<file path="src/rtl/logging_capture_writer_pkg.sv">
// Shared definitions for the datalogging capture path: bram geometry,
// capture FSM encoding, CTRL bit positions and sbus register offsets.
package logging_capture_writer_pkg;

  localparam int DEPTH     = 2048;
  localparam int ADR_W     = 12;
  localparam int FIFO_LOG2 = 2;
  localparam int PTR_W     = $clog2(DEPTH);
  localparam int CNT_W     = PTR_W + 1;

  typedef enum logic [1:0] {
    ST_IDLE    = 2'd0,
    ST_ARMED   = 2'd1,
    ST_CAPTURE = 2'd2,
    ST_DONE    = 2'd3
  } cap_state_e;

  // CTRL write bits
  localparam int CTRL_ARM_BIT   = 0;
  localparam int CTRL_CIRC_BIT  = 1;
  localparam int CTRL_ABORT_BIT = 2;

  // CTRL read bits above the state field
  localparam int STAT_CIRC_BIT = 2;
  localparam int STAT_WRAP_BIT = 3;
  localparam int STAT_OVF_BIT  = 4;

  // sbus register offsets (address bits [2:1])
  localparam logic [1:0] REG_CTRL  = 2'd0;
  localparam logic [1:0] REG_PTR   = 2'd1;
  localparam logic [1:0] REG_COUNT = 2'd2;
  localparam logic [1:0] REG_RSVD  = 2'd3;

  // Assemble the CTRL/status read word.
  function automatic logic [15:0] pack_status(input cap_state_e st, input logic circ,
                                              input logic wrap, input logic ovf);
    logic [15:0] w;
    w                = 16'h0000;
    w[1:0]           = st;
    w[STAT_CIRC_BIT] = circ;
    w[STAT_WRAP_BIT] = wrap;
    w[STAT_OVF_BIT]  = ovf;
    return w;
  endfunction

endpackage

</file>
<file path="src/rtl/logging_capture_writer_fifo.sv">
// Small synchronous sample FIFO. The caller only pops when non-empty and only
// pushes into a full FIFO when it pops in the same cycle. Flush has priority.
module logging_sample_fifo #(
  parameter int LOG2 = 2,
  parameter int W    = 16
) (
  input  logic         clk_i,
  input  logic         rst_i,
  input  logic         push_i,
  input  logic         pop_i,
  input  logic         flush_i,
  input  logic [W-1:0] dat_i,
  output logic         full_o,
  output logic         empty_o,
  output logic [W-1:0] head_o
);

  localparam int N = 1 << LOG2;
  localparam logic [LOG2:0] ONE = {{LOG2{1'b0}}, 1'b1};

  logic [W-1:0]  mem_q [N];
  logic [LOG2:0] wr_q;
  logic [LOG2:0] rd_q;

  assign empty_o = (wr_q == rd_q);
  assign full_o  = (wr_q[LOG2] != rd_q[LOG2]) && (wr_q[LOG2-1:0] == rd_q[LOG2-1:0]);
  assign head_o  = mem_q[rd_q[LOG2-1:0]];

  // Read/write pointers with an extra wrap bit to tell full from empty.
  always_ff @(posedge clk_i) begin
    if (rst_i || flush_i) begin
      wr_q <= '0;
      rd_q <= '0;
    end else begin
      if (push_i) wr_q <= wr_q + ONE;
      if (pop_i)  rd_q <= rd_q + ONE;
    end
  end

  // Storage array; contents are don't-care until written.
  always_ff @(posedge clk_i) begin
    if (push_i && !flush_i) mem_q[wr_q[LOG2-1:0]] <= dat_i;
  end

endmodule

</file>
<file path="src/rtl/logging_capture_writer.sv">
// Write side of the datalogging blockram: sample FIFO, capture FSM,
// write pointer/count, sbus register file and the bram wishbone master.
// The bram master has its own word register, so one word can be in flight
// while the FIFO holds up to four more.
module logging_capture_writer
  import logging_capture_writer_pkg::*;
(
  input  logic             wb_clk_i,
  input  logic             wb_rst_i,
  input  logic             sbus_wb_cyc_i,
  input  logic             sbus_wb_stb_i,
  input  logic             sbus_wb_we_i,
  input  logic [15:0]      sbus_wb_adr_i,
  input  logic [1:0]       sbus_wb_sel_i,
  input  logic [15:0]      sbus_wb_dat_i,
  output logic [15:0]      sbus_wb_dat_o,
  output logic             sbus_wb_ack_o,
  input  logic             sample_valid_i,
  input  logic [15:0]      sample_dat_i,
  input  logic             trig_i,
  output logic             lbram_wb_cyc_o,
  output logic             lbram_wb_stb_o,
  output logic             lbram_wb_we_o,
  output logic [ADR_W-1:0] lbram_wb_adr_o,
  output logic [15:0]      lbram_wb_dat_o,
  input  logic             lbram_wb_ack_i,
  output logic             done_o
);

  localparam logic [PTR_W-1:0] PTR_ONE  = PTR_W'(1);
  localparam logic [PTR_W-1:0] PTR_LAST = PTR_W'(DEPTH - 1);
  localparam logic [CNT_W-1:0] CNT_ONE  = CNT_W'(1);
  localparam logic [CNT_W-1:0] CNT_LAST = CNT_W'(DEPTH - 1);
  localparam logic [CNT_W-1:0] CNT_FULL = CNT_W'(DEPTH);

  cap_state_e       state_q, state_d;
  logic [PTR_W-1:0] wr_ptr_q, wr_ptr_d;
  logic [CNT_W-1:0] count_q, count_d;
  logic             circ_q, circ_d;
  logic             wrap_q, wrap_d;
  logic             ovf_q, ovf_d;
  logic             stb_q, stb_d;
  logic [15:0]      dat_q, dat_d;
  logic             ack_q;
  logic [15:0]      rdat_q;
  logic [15:0]      rdat_s;

  logic        sbus_req_s, ctrl_wr_s, arm_s, abort_s;
  logic        ack_in_s, last_s, capture_go_s, slot_free_s;
  logic        load_fifo_s, bypass_s, samp_in_s, push_s, pop_s, drop_s, flush_s;
  logic        fifo_full_s, fifo_empty_s;
  logic [15:0] fifo_head_s;
  logic        unused_s;

  assign unused_s = ^{sbus_wb_sel_i, sbus_wb_adr_i[15:3], sbus_wb_adr_i[0]};

  // sbus decode: write side effects commit at the end of the ack cycle.
  assign sbus_req_s = sbus_wb_cyc_i && sbus_wb_stb_i && !ack_q;
  assign ctrl_wr_s  = sbus_wb_cyc_i && sbus_wb_stb_i && sbus_wb_we_i && ack_q &&
                      (sbus_wb_adr_i[2:1] == REG_CTRL);
  // Arm is held off while an aborted write is still waiting for its ack.
  assign arm_s   = ctrl_wr_s && sbus_wb_dat_i[CTRL_ARM_BIT] && !stb_q &&
                   ((state_q == ST_IDLE) || (state_q == ST_DONE));
  assign abort_s = ctrl_wr_s && sbus_wb_dat_i[CTRL_ABORT_BIT] &&
                   ((state_q == ST_ARMED) || (state_q == ST_CAPTURE));

  // Bram master handshake and the data path feeding it.
  assign ack_in_s     = stb_q && lbram_wb_ack_i;
  assign last_s       = ack_in_s && !circ_q && (state_q == ST_CAPTURE) && (count_q == CNT_LAST);
  assign capture_go_s = (state_q == ST_CAPTURE) && !abort_s && !last_s;
  assign slot_free_s  = !stb_q || ack_in_s;
  assign load_fifo_s  = capture_go_s && slot_free_s && !fifo_empty_s;
  // An empty FIFO lets a sample go straight to the bram master register.
  assign bypass_s     = capture_go_s && slot_free_s && fifo_empty_s && sample_valid_i;
  assign pop_s        = load_fifo_s;
  assign samp_in_s    = capture_go_s && sample_valid_i && !bypass_s;
  assign push_s       = samp_in_s && (!fifo_full_s || pop_s);
  assign drop_s       = samp_in_s && fifo_full_s && !pop_s;
  assign flush_s      = arm_s || abort_s || last_s;

  logging_sample_fifo #(
    .LOG2 (FIFO_LOG2),
    .W    (16)
  ) u_fifo (
    .clk_i   (wb_clk_i),
    .rst_i   (wb_rst_i),
    .push_i  (push_s),
    .pop_i   (pop_s),
    .flush_i (flush_s),
    .dat_i   (sample_dat_i),
    .full_o  (fifo_full_s),
    .empty_o (fifo_empty_s),
    .head_o  (fifo_head_s)
  );

  // Next-state logic for the capture FSM, pointer/count, flags and bram word.
  always_comb begin
    state_d  = state_q;
    wr_ptr_d = wr_ptr_q;
    count_d  = count_q;
    circ_d   = circ_q;
    wrap_d   = wrap_q;
    ovf_d    = ovf_q;
    stb_d    = stb_q;
    dat_d    = dat_q;

    case (state_q)
      ST_IDLE, ST_DONE: begin
        if (arm_s) begin
          state_d = ST_ARMED;
          circ_d  = sbus_wb_dat_i[CTRL_CIRC_BIT];
        end else begin
          state_d = state_q;
        end
      end
      ST_ARMED: begin
        if (abort_s) begin
          state_d = ST_IDLE;
        end else if (trig_i) begin
          state_d = ST_CAPTURE;
        end else begin
          state_d = state_q;
        end
      end
      ST_CAPTURE: begin
        if (abort_s || last_s) begin
          state_d = ST_DONE;
        end else begin
          state_d = state_q;
        end
      end
      default: state_d = ST_IDLE;
    endcase

    if (ack_in_s) begin
      wr_ptr_d = wr_ptr_q + PTR_ONE;
      count_d  = (count_q == CNT_FULL) ? count_q : (count_q + CNT_ONE);
      if (circ_q && (wr_ptr_q == PTR_LAST)) begin
        wrap_d = 1'b1;
      end else begin
        wrap_d = wrap_q;
      end
    end else begin
      wr_ptr_d = wr_ptr_q;
    end

    if (drop_s) begin
      ovf_d = 1'b1;
    end else begin
      ovf_d = ovf_q;
    end

    // adr/dat stay put while stb is high and no ack has arrived.
    if (slot_free_s) begin
      if (load_fifo_s) begin
        stb_d = 1'b1;
        dat_d = fifo_head_s;
      end else if (bypass_s) begin
        stb_d = 1'b1;
        dat_d = sample_dat_i;
      end else begin
        stb_d = 1'b0;
        dat_d = dat_q;
      end
    end else begin
      stb_d = stb_q;
      dat_d = dat_q;
    end

    if (arm_s) begin
      wr_ptr_d = '0;
      count_d  = '0;
      wrap_d   = 1'b0;
      ovf_d    = 1'b0;
    end else begin
      circ_d = circ_d;
    end
  end

  // Capture FSM and bram master state registers.
  always_ff @(posedge wb_clk_i) begin
    if (wb_rst_i) begin
      state_q  <= ST_IDLE;
      wr_ptr_q <= '0;
      count_q  <= '0;
      circ_q   <= 1'b0;
      wrap_q   <= 1'b0;
      ovf_q    <= 1'b0;
      stb_q    <= 1'b0;
      dat_q    <= 16'h0000;
    end else begin
      state_q  <= state_d;
      wr_ptr_q <= wr_ptr_d;
      count_q  <= count_d;
      circ_q   <= circ_d;
      wrap_q   <= wrap_d;
      ovf_q    <= ovf_d;
      stb_q    <= stb_d;
      dat_q    <= dat_d;
    end
  end

  // sbus read mux, sampled on the request cycle.
  always_comb begin
    case (sbus_wb_adr_i[2:1])
      REG_CTRL:  rdat_s = pack_status(state_q, circ_q, wrap_q, ovf_q);
      REG_PTR:   rdat_s = {{(16-PTR_W){1'b0}}, wr_ptr_q};
      REG_COUNT: rdat_s = {{(16-CNT_W){1'b0}}, count_q};
      REG_RSVD:  rdat_s = 16'h0000;
      default:   rdat_s = 16'h0000;
    endcase
  end

  // Registered single-cycle sbus ack with its read data.
  always_ff @(posedge wb_clk_i) begin
    if (wb_rst_i) begin
      ack_q  <= 1'b0;
      rdat_q <= 16'h0000;
    end else begin
      ack_q  <= sbus_req_s;
      rdat_q <= sbus_req_s ? rdat_s : 16'h0000;
    end
  end

  assign sbus_wb_ack_o  = ack_q;
  assign sbus_wb_dat_o  = rdat_q;
  assign lbram_wb_cyc_o = stb_q;
  assign lbram_wb_stb_o = stb_q;
  assign lbram_wb_we_o  = stb_q;
  assign lbram_wb_adr_o = {{(ADR_W-PTR_W){1'b0}}, wr_ptr_q};
  assign lbram_wb_dat_o = dat_q;
  assign done_o         = (state_q == ST_DONE);

endmodule

</file>
<file path="config.mk">
export PLATFORM = sky130hd
export DESIGN_NAME = logging_capture_writer
export DESIGN_NICKNAME = d
export VERILOG_FILES = /design/src/rtl/logging_capture_writer_pkg.sv /design/src/rtl/logging_capture_writer_fifo.sv /design/src/rtl/logging_capture_writer.sv
export SDC_FILE = /design/constraint.sdc
export NUM_CORES = 1
export LEC_CHECK = 0
export CAP_MARGIN = 20
export CORE_UTILIZATION = 35
export CTS_CLUSTER_SIZE = 20
export DETAILED_ROUTE_END_ITERATION = 16
export GPL_TIMING_DRIVEN = 0
export SYNTH_ARGS = -nofsm -noshare
export SYNTH_HDL_FRONTEND = slang
export SYNTH_SLANG_ARGS = --single-unit
</file>
<file path="constraint.sdc">
create_clock -name wb_clk_i -period 3.8 [get_ports wb_clk_i]
set_input_delay 0.76 -clock wb_clk_i [delete_from_list [all_inputs] [get_ports wb_clk_i]]
set_output_delay 0.76 -clock wb_clk_i [all_outputs]
set_load 0.05 [all_outputs]
</file>
==> flow_summary.ini, run 1 <==
[clock_network]
cts_hold_buf = 0
numCtsBuffers = 17
cts_tree = built
cts-root-buf = clkbuf_16
cts.repair.resized = 0
clkTransAtPathRegs_ns = 0.06
clockBufferDepth = 2
cts_sinks = 130
post_cts_buffers = 0
htree_levels = 4
clock_latency_ns = 0.43

[placed_design]
place.gp.congestion = 0.855
placed_cells = 743
port_buffers = 71
place_area_sq_um = 6650
dpl.hpwl_um = 8810

[finish]
n_antenna_cell = 0
area_growth_pct = 28.4
fin_nets = 616
fillCellCount = 1455
final_common_cell = clkdlybuf4s50_1
drive_gt1_frac = 0.152
regArea_sq_um = 3240
design_area_sq_um = 7250
finalNonFillerCells = 775
final_cell_mix = clkdlybuf4s50_1 (71), dfxtp_1 (66), edfxtp_1 (64)
multi_input_area_sq_um = 2130

[critical_path]
r2r_start = state_q[0]
r2r_slack_ns = 0.89
r2r.worst_path.cells = 7
cp-end-kind = register
required_ns = 3.85
crit_type = input pin to register
critPathArrivalTime_ns = 3.25
cp-start-kind = input pin
crit_fanout = 16
reg2reg_to = u_fifo.mem_q[3][5]

[route]
ant_nets = 0
routedWlPerCell_um = 16.8
firstDrtPassIters = 4
viasPerCell = 4.98
drt_wl_total_um = 13000
drc_errors = 0
drtIter0Drc = 218
vias = 3856

[grt]
grt_max_degree = 17
antenna_found_initial = 0
grt_pass1_vias = 3926
grt_usage = 0.171
grt_pass1_wl_um = 20900
grt_overflow = 0

[logic_synthesis]
syn_area_sq_um = 5650
netlist_instances = 452
ys_seq_area_frac = 0.574
synth_edf_count = 64
ys_async_sr_fraction = 0
yosys_warnings = 0
syn_avg_cell_area_sq_um = 12.5
yosys_most_used_dff = dfxtp_1
ys_types = 51
ys_seq_elements = 130

[die]
core_sq_um = 15800
die_h_um = 129
ios = 107
row_count = 46
start_util = 0.357
fp.dieW_um = 129
die-area_sq_um = 16700

[timing]
fin_crit_sh = 0.844
fin_worst_skew_ns = 0.00619
min_period_ns = 3.21
relSlewSlack = 0.313
maxSlewViolCount = 0
rsz0062_at_grt = false
totalNegativeSetupSlack_ns = 0
setup_violations = 0
worstMarginPinSlew_ns = 1.03
hold_viol_final = 0
clock.fmax_mhz = 312

[worst_hold_path]
hp-start = lbram_wb_dat_o[8]
whs_endpoint = lbram_wb_dat_o[8]
whs_path_depth = 2
hold_path_class = register to register

[power]
power_frac_clock = 0.511
ir_drop_mv = 0.322
p_int_uw = 2560
switching_share = 0.217
power.switching_uw = 708
p_comb_frac = 0.038
finalPower_uw = 3270
power_frac_seq = 0.451
power_leakage_uw = 0.00246
powerDensity_nw_per_um2 = 450

[flow_run]
cap_violations = 0

[run_status]
outcome = finished clean
## layout make-up
cell class	instances	share of cell area
tap	216	0.0373
multi-input combinational	269	0.294
clock buffer	17	0.0587
sequential	130	0.447
inverter	28	0.0145
timing repair buffer	71	0.0980
buffer	29	0.0255
clock inverter	15	0.0252
## how the worst max path moves through the flow
stage | start | to | slack, ns | depth (start not counted)
after floorplan | sbus_wb_adr_i[1] | u_fifo.mem_q[0][0] | 1.22 | 6
after global placement | sample_valid_i | u_fifo.mem_q[2][5] | 0.18 | 5
after detailed placement | sbus_wb_adr_i[2] | u_fifo.mem_q[3][5] | 0.19 | 6
after CTS | sbus_wb_adr_i[2] | u_fifo.mem_q[3][11] | 0.63 | 6
after global routing | sbus_wb_adr_i[2] | u_fifo.mem_q[3][11] | 0.39 | 6
final | sbus_wb_adr_i[2] | u_fifo.mem_q[3][5] | 0.59 | 6
## per-layer routing
layer	share of wire	global-route usage	up-vias
met5	0	0	-
met1	0.43	0.204	1877
met2	0.49	0.286	123
li1	-	-	1832
met4	0.020	0.0768	0
met3	0.061	0.0483	24
## critical path, stage by stage
cell and delay (ns):
clkdlybuf4s50_1 0.65, nand4bb_4 0.25, nor3_1 0.11, a31oi_1 0.26, nor3b_1 0.34, and2_1 0.87
## state kept, by name, indices dropped and copies added (netlist names), named ones only
| name | cells |
|---|---|
| circ_q | 1 |
| count_q | 12 |
| lbram_wb_cyc_o | 1 |
| lbram_wb_dat_o | 16 |
| ovf_q | 1 |
| sbus_wb_ack_o | 1 |
| sbus_wb_dat_o | 12 |
| state_q | 2 |
| u_fifo.mem_q | 64 |
| u_fifo.rd_q | 3 |
| u_fifo.wr_q | 3 |
| wr_ptr_q | 11 |
| wrap_q | 1 |
## through the flow
| step | setup WS (ns) | util | hold WS (ns) |
|---|---|---|---|
| 3_3_place_gp | 0.182 | 0.420 | 0.445 |
| 4_1_cts | 0.632 | 0.458 | 0.466 |
| 5_1_grt | 0.392 | 0.458 | 0.483 |
| 6_report | 0.591 | 0.458 | 0.463 |
| 2_1_floorplan | 1.22 | - | 0.436 |
| 3_5_place_dp | 0.190 | 0.420 | 0.457 |
## synth_stat cells (all sizes together), types with 2 or more instances
master	instances	area, sq um
nor4b	3	26.3
mux4	16	360
nand2b	3	18.8
nor2	52	198
buf	19	148
and3	4	25.0
inv	28	105
nand3b	16	120
a21oi	14	70.1
xnor2	12	105
nand4	9	86.3
xor2	15	131
a22oi	6	45.0
or3	2	12.5
clkbuf	10	37.5
or2	4	25.0
nor2b	5	31.3
edfxtp	64	1920
nor3b	3	27.5
and2	5	31.3
nor3	10	50.1
dfxtp	66	1320
a221oi	15	188
a31oi	3	18.8
nand2	13	48.8
o21ai	17	85.1
o221ai	2	23.8
nand3	6	30.0
ha	12	150
mux2i	8	80.1
## kinds of logic after synthesis
kind of cell | count (synthesis) | synth area share
adder cells (fa/ha/maj) | 12 | 0.0266
flip-flops | 130 | 0.574
AO/OA/AOI/OAI | 64 | 0.0921
other | 1 | 0.000664
buffers and inverters | 57 | 0.0514
multiplexers | 24 | 0.0780
XOR/XNOR | 27 | 0.0419
AND/OR/NAND/NOR | 137 | 0.135
## power groups by stage
stage	Combinational (uW)	Clock (uW)	Sequential (uW)
floorplan	61.1	0	1510
global placement	119	0	1500
detailed placement	122	0	1500
CTS	123	1700	1470
global route	133	1750	1470
finish	123	1670	1470
(Power assumes the default switching activity.)
==> run 2: changes to the inputs <==
Clock period 3.8 ns to 3.17 ns, I/O delays scaled along.
==> run 2 against run 1 <==
Net effect:
- sequential cell count unchanged
- cell count unchanged
- routed wire length increased by 0.21%
- combinational power increased by 20%
- global-route usage unchanged
- clock-buffer cell count unchanged
- hold slack about the same
- worst setup slack got worse by 0.20 ns
- sequential power increased by 20%
- power increased by 20%
- non-clock buffer count unchanged
- largest power group unchanged
- highest routed layer unchanged
==> flow_summary.ini, run 2 (synthesized netlist as in run 1, its figures left out) <==
[critical_path]
cpMaxStageDelayCell = clkdlybuf4s50_1
cp-start-kind = input pin
crit_fanout = 16
startpoint = sbus_wb_adr_i[2]
slowest_delay_ns = 0.65
r2r_start = state_q[0]
required_ns = 3.23
cp-end-kind = register
critPathArrivalTime_ns = 2.84
cp_top_family = simple AND/OR/NAND/NOR gates
worstSetupPathDepth = 6
crit_type = input pin to register
critPathBufInv = 1
r2r.worst_path.cells = 7
r2r_slack_ns = 0.57
reg2reg_to = u_fifo.mem_q[3][5]
crit_chain = clkdlybuf4s50_1 > nand4bb_4 > nor3_1 > a31oi_1 > nor3b_1 > and2_2

[finish]
fin_util = 0.459
drive_gt1_frac = 0.159
finalNonFillerCells = 775
final_common_cell = clkdlybuf4s50_1
final_cell_mix = clkdlybuf4s50_1 (71), dfxtp_1 (66), edfxtp_1 (64)
fin_nets = 616
area_growth_pct = 28.5
largest_reg_flops = 64
n_antenna_cell = 0

[placed_design]
place.gp.congestion = 0.855
dpl.hpwl_um = 8810
placed_cells = 743
port_buffers = 71

[route]
routedWlPerCell_um = 16.8
ant_nets = 0
drc_errors = 0
drtIter0Drc = 219
drt_wl_total_um = 13100
firstDrtPassIters = 5
vias = 3867
viasPerCell = 4.99

[die]
core_sq_um = 15800
die-area_sq_um = 16700
die_h_um = 129
ios = 107
row_count = 46
fp.dieW_um = 129
start_util = 0.357

[grt]
grt_pass1_vias = 3926
grt_max_degree = 17
antenna_found_initial = 0
grt_overflow = 0
grt_usage = 0.171
grt_pass1_wl_um = 20900

[timing]
clock.fmax_mhz = 360
worstMarginPinSlew_ns = 0.696
hold_viol_final = 0
min_period_ns = 2.78
relSlewSlack = 0.531
maxSlewViolCount = 0
rsz0062_at_grt = false
fin_crit_sh = 0.877
fin_worst_skew_ns = 0.00667
setup_violations = 0

[clock_network]
numCtsBuffers = 17
cts_sinks = 130
clock_latency_ns = 0.43
htree_levels = 4
clkTransAtPathRegs_ns = 0.06
cts_tree = built
clockBufferDepth = 2
cts_hold_buf = 0
cts-root-buf = clkbuf_16

[power]
ir_drop_mv = 0.385
powerDensity_nw_per_um2 = 539
power_leakage_uw = 0.00246

[worst_hold_path]
whs_endpoint = lbram_wb_dat_o[8]
hp-start = lbram_wb_dat_o[8]
hold_path_class = register to register
whs_path_depth = 2

[flow_run]
cap_violations = 0

[run_status]
outcome = finished clean
-- run 2: cell types whose count changed in the layout (fill, tap and decap cells not counted) --
cell / before / now
and2_1: 5 / 1
and2_2: 0 / 4
-- run 2: power breakdown --
group / total (uW) / leakage, uW / internal [uW] / switching [uW]
registers: 1770 / 0.00111 / 1760 / 3.82
logic: 147 / 0.00106 / 62.2 / 84.8
clock network: 2000 / 0.000293 / 1240 / 758
total: 3910 / 0.00246 / 3070 / 847
-- run 2: worst max path at each step --
| stage | to | slack, ns |
|---|---|---|
| after detailed placement | u_fifo.mem_q[3][5] | -0.31 |
| after global placement | u_fifo.mem_q[2][5] | -0.32 |
| after CTS | u_fifo.mem_q[3][11] | 0.13 |
| after floorplan | u_fifo.mem_q[0][0] | 0.71 |
| final | u_fifo.mem_q[3][5] | 0.39 |
| after global routing | u_fifo.mem_q[3][11] | 0.24 |
-- run 2: per-stage QoR --
stage / setup slack [ns] / total power (uW) / TNS [ns] / hold slack, ns / area, sq um
global placement: -0.322 / 1950 / -20.03 / 0.445 / 6650
finish: 0.391 / 3910 / 0 / 0.463 / 7260
CTS: 0.128 / 3950 / 0 / 0.466 / 7250
global route: 0.236 / 4020 / 0 / 0.483 / 7260
floorplan: 0.713 / 1880 / 0 / 0.436 / 5660
detailed placement: -0.314 / 1950 / -18.49 / 0.457 / 6650
-- run 2: layer usage --
layer  global-route usage  vias to the layer above  share of wire
met4               0.0768                        0          0.021
met5                    0                        -              0
met2                0.286                      121           0.49
met3               0.0483                       23          0.056
met1                0.204                     1893           0.44
li1                     -                     1830              -
-- run 2: layout make-up --
class,instances,area (sq um)
Clock buffer,17,425
Sequential cell,130,3240
Fill cell,1457,8570
Inverter,28,105
Tap cell,216,270
Clock inverter,15,183
Timing Repair Buffer,71,711
Multi-Input combinational cell,269,2140
Buffer,29,185
-- run 2: repair_timing --
item / 4_1_cts / 5_1_grt
resized for setup: 0 / 4
setup endpoints to repair: 0 / 64
setup buffers: 0 / 0
-- run 2: tightest hold or removal path, cell delays in order, from the launching register on --
cell	delay, ns
dfxtp_1	0.31
inv_1	0.06
a221oi_2	0.05
==> run 3: changes to the inputs <==
Settings changed: ABC_CLOCK_PERIOD_IN_PS set to 2300, CORE_UTILIZATION 35 to 45, PLACE_DENSITY set to 0.73.
Clock period 3.17 ns to 2.3 ns, I/O delays scaled along.
==> run 3 against run 2 <==
Net effect:
- first-iteration DRC count is 11% higher
- worst setup slack worse by 0.33 ns
- register-to-register slack worse by 0.50 ns
- largest cell class unchanged
- clock power is 26% higher
- global-route usage is 3.6 points higher
- via count is 0.80% lower
- cell count is 5.3% lower
==> flow_summary.ini, run 3 (synthesized netlist as in run 1, its figures left out) <==
[critical_path]
cp-start-kind = register
cp-end-kind = register
crit_chain = xor2_1 > or2_2 > o211ai_1 > nor3b_4 > buf_4 > and2_4
cp_top_family = simple AND/OR/NAND/NOR gates
critPathArrivalTime_ns = 2.35
slowest_delay_ns = 0.41
crit_fanout = 8
critPathBufInv = 1
crit_type = register to register
required_ns = 2.42
cpMaxStageDelayCell = dfxtp_1
r2r_slack_ns = 0.07

[clock_network]
clkTransAtPathRegs_ns = 0.06
cts-root-buf = clkbuf_16
cts_sinks = 130
htree_levels = 4
cts_tree = built
clock_latency_ns = 0.42
numCtsBuffers = 17
clockBufferDepth = 2
cts_hold_buf = 0

[timing]
fin_crit_sh = 0.971
fin_worst_skew_ns = 0.00614
setup_violations = 0
maxSlewViolCount = 0
totalNegativeSetupSlack_ns = 0
worstMarginPinSlew_ns = 0.703
hold_viol_final = 0
timing.hold.ws_ns = 0.463
clock.fmax_mhz = 448
relSlewSlack = 0.529
min_period_ns = 2.23

[power]
ir_drop_mv = 0.592
power_leakage_uw = 0.00252
powerDensity_nw_per_um2 = 708
finalPower_uw = 5150

[worst_hold_path]
hold_path_class = register to register

[route]
drc_errors = 0
drt_wl_total_um = 12900
firstDrtPassIters = 5
viasPerCell = 5.23
routedWlPerCell_um = 17.6
ant_nets = 0
vias = 3836
drtIter0Drc = 242

[grt]
grt_max_degree = 17
grt_usage = 0.207
grt_pass1_wl_um = 19700
antenna_found_initial = 0
grt_pass1_vias = 3882
grt_overflow = 0

[finish]
finalNonFillerCells = 734
design_area_sq_um = 7270
area_growth_pct = 28.7
largest_reg_flops = 64
final_common_cell = clkdlybuf4s50_1
final_cell_mix = clkdlybuf4s50_1 (67), dfxtp_1 (64), edfxtp_1 (64)
drive_gt1_frac = 0.182
n_antenna_cell = 0
fin_nets = 623

[die]
start_util = 0.466
core_sq_um = 12100
die-area_sq_um = 13000
row_count = 40
ios = 107
die_h_um = 114
fp.dieW_um = 114

[placed_design]
dpl.hpwl_um = 8460
placed_cells = 695
place_area_sq_um = 6590
place.gp.congestion = 0.840
port_buffers = 71

[run_status]
outcome = finished clean

[flow_run]
cap_violations = 0
[run 3: layer usage]
metal,GRT usage,vias to the layer above,part of all wire
li1,-,1844,-
met1,0.237,1836,0.40
met2,0.362,132,0.52
met3,0.0584,24,0.063
met4,0.0900,0,0.021
met5,0,-,0
[run 3: tightest hold or removal path, stage by stage, from the launching register on]
cell      delay, ns
dfxtp_1        0.31
inv_1          0.06
a221oi_2       0.05
[run 3: final timing paths]
kind | from | endpoint | cells past startpoint
max | u_fifo.wr_q[1] | u_fifo.mem_q[3][12] | 6
min | lbram_wb_dat_o[3] | lbram_wb_dat_o[3] | 2
max reg2reg | u_fifo.wr_q[1] | u_fifo.mem_q[3][12] | 6
min reg2reg | lbram_wb_dat_o[3] | lbram_wb_dat_o[3] | 2
[run 3: final cells by class]
type,count,area [sq um]
fill,1016,4840
sequential,130,3250
multi-input combinational,272,2210
timing repair buffer,76,759
clock buffer,20,447
tap,168,210
buffer,28,181
clock inverter,12,109
inverter,28,105
[run 3: timing repair]
| action | in CTS | in global routing |
|---|---|---|
| gates resized for setup | 14 | 11 |
| pin swaps | 2 | 4 |
| buffers inserted | 3 | 2 |
| cloned | 0 | 3 |
| setup endpoints to repair | 68 | 65 |
[run 3: where the power goes]
| group | internal (uW) | leakage (uW) | switching, uW |
|---|---|---|---|
| registers | 2430 | 0.00111 | 5.35 |
| clock network | 1510 | 0.000260 | 999 |
| logic | 86.8 | 0.00115 | 115 |
| total | 4030 | 0.00252 | 1120 |
[run 3: per-stage QoR]
step,utilization,setup slack [ns]
2_1_floorplan,-,0.00621
3_3_place_gp,0.544,-0.947
3_5_place_dp,0.544,-0.982
4_1_cts,0.595,0.00100
5_1_grt,0.600,-0.0418
6_report,0.600,0.0661
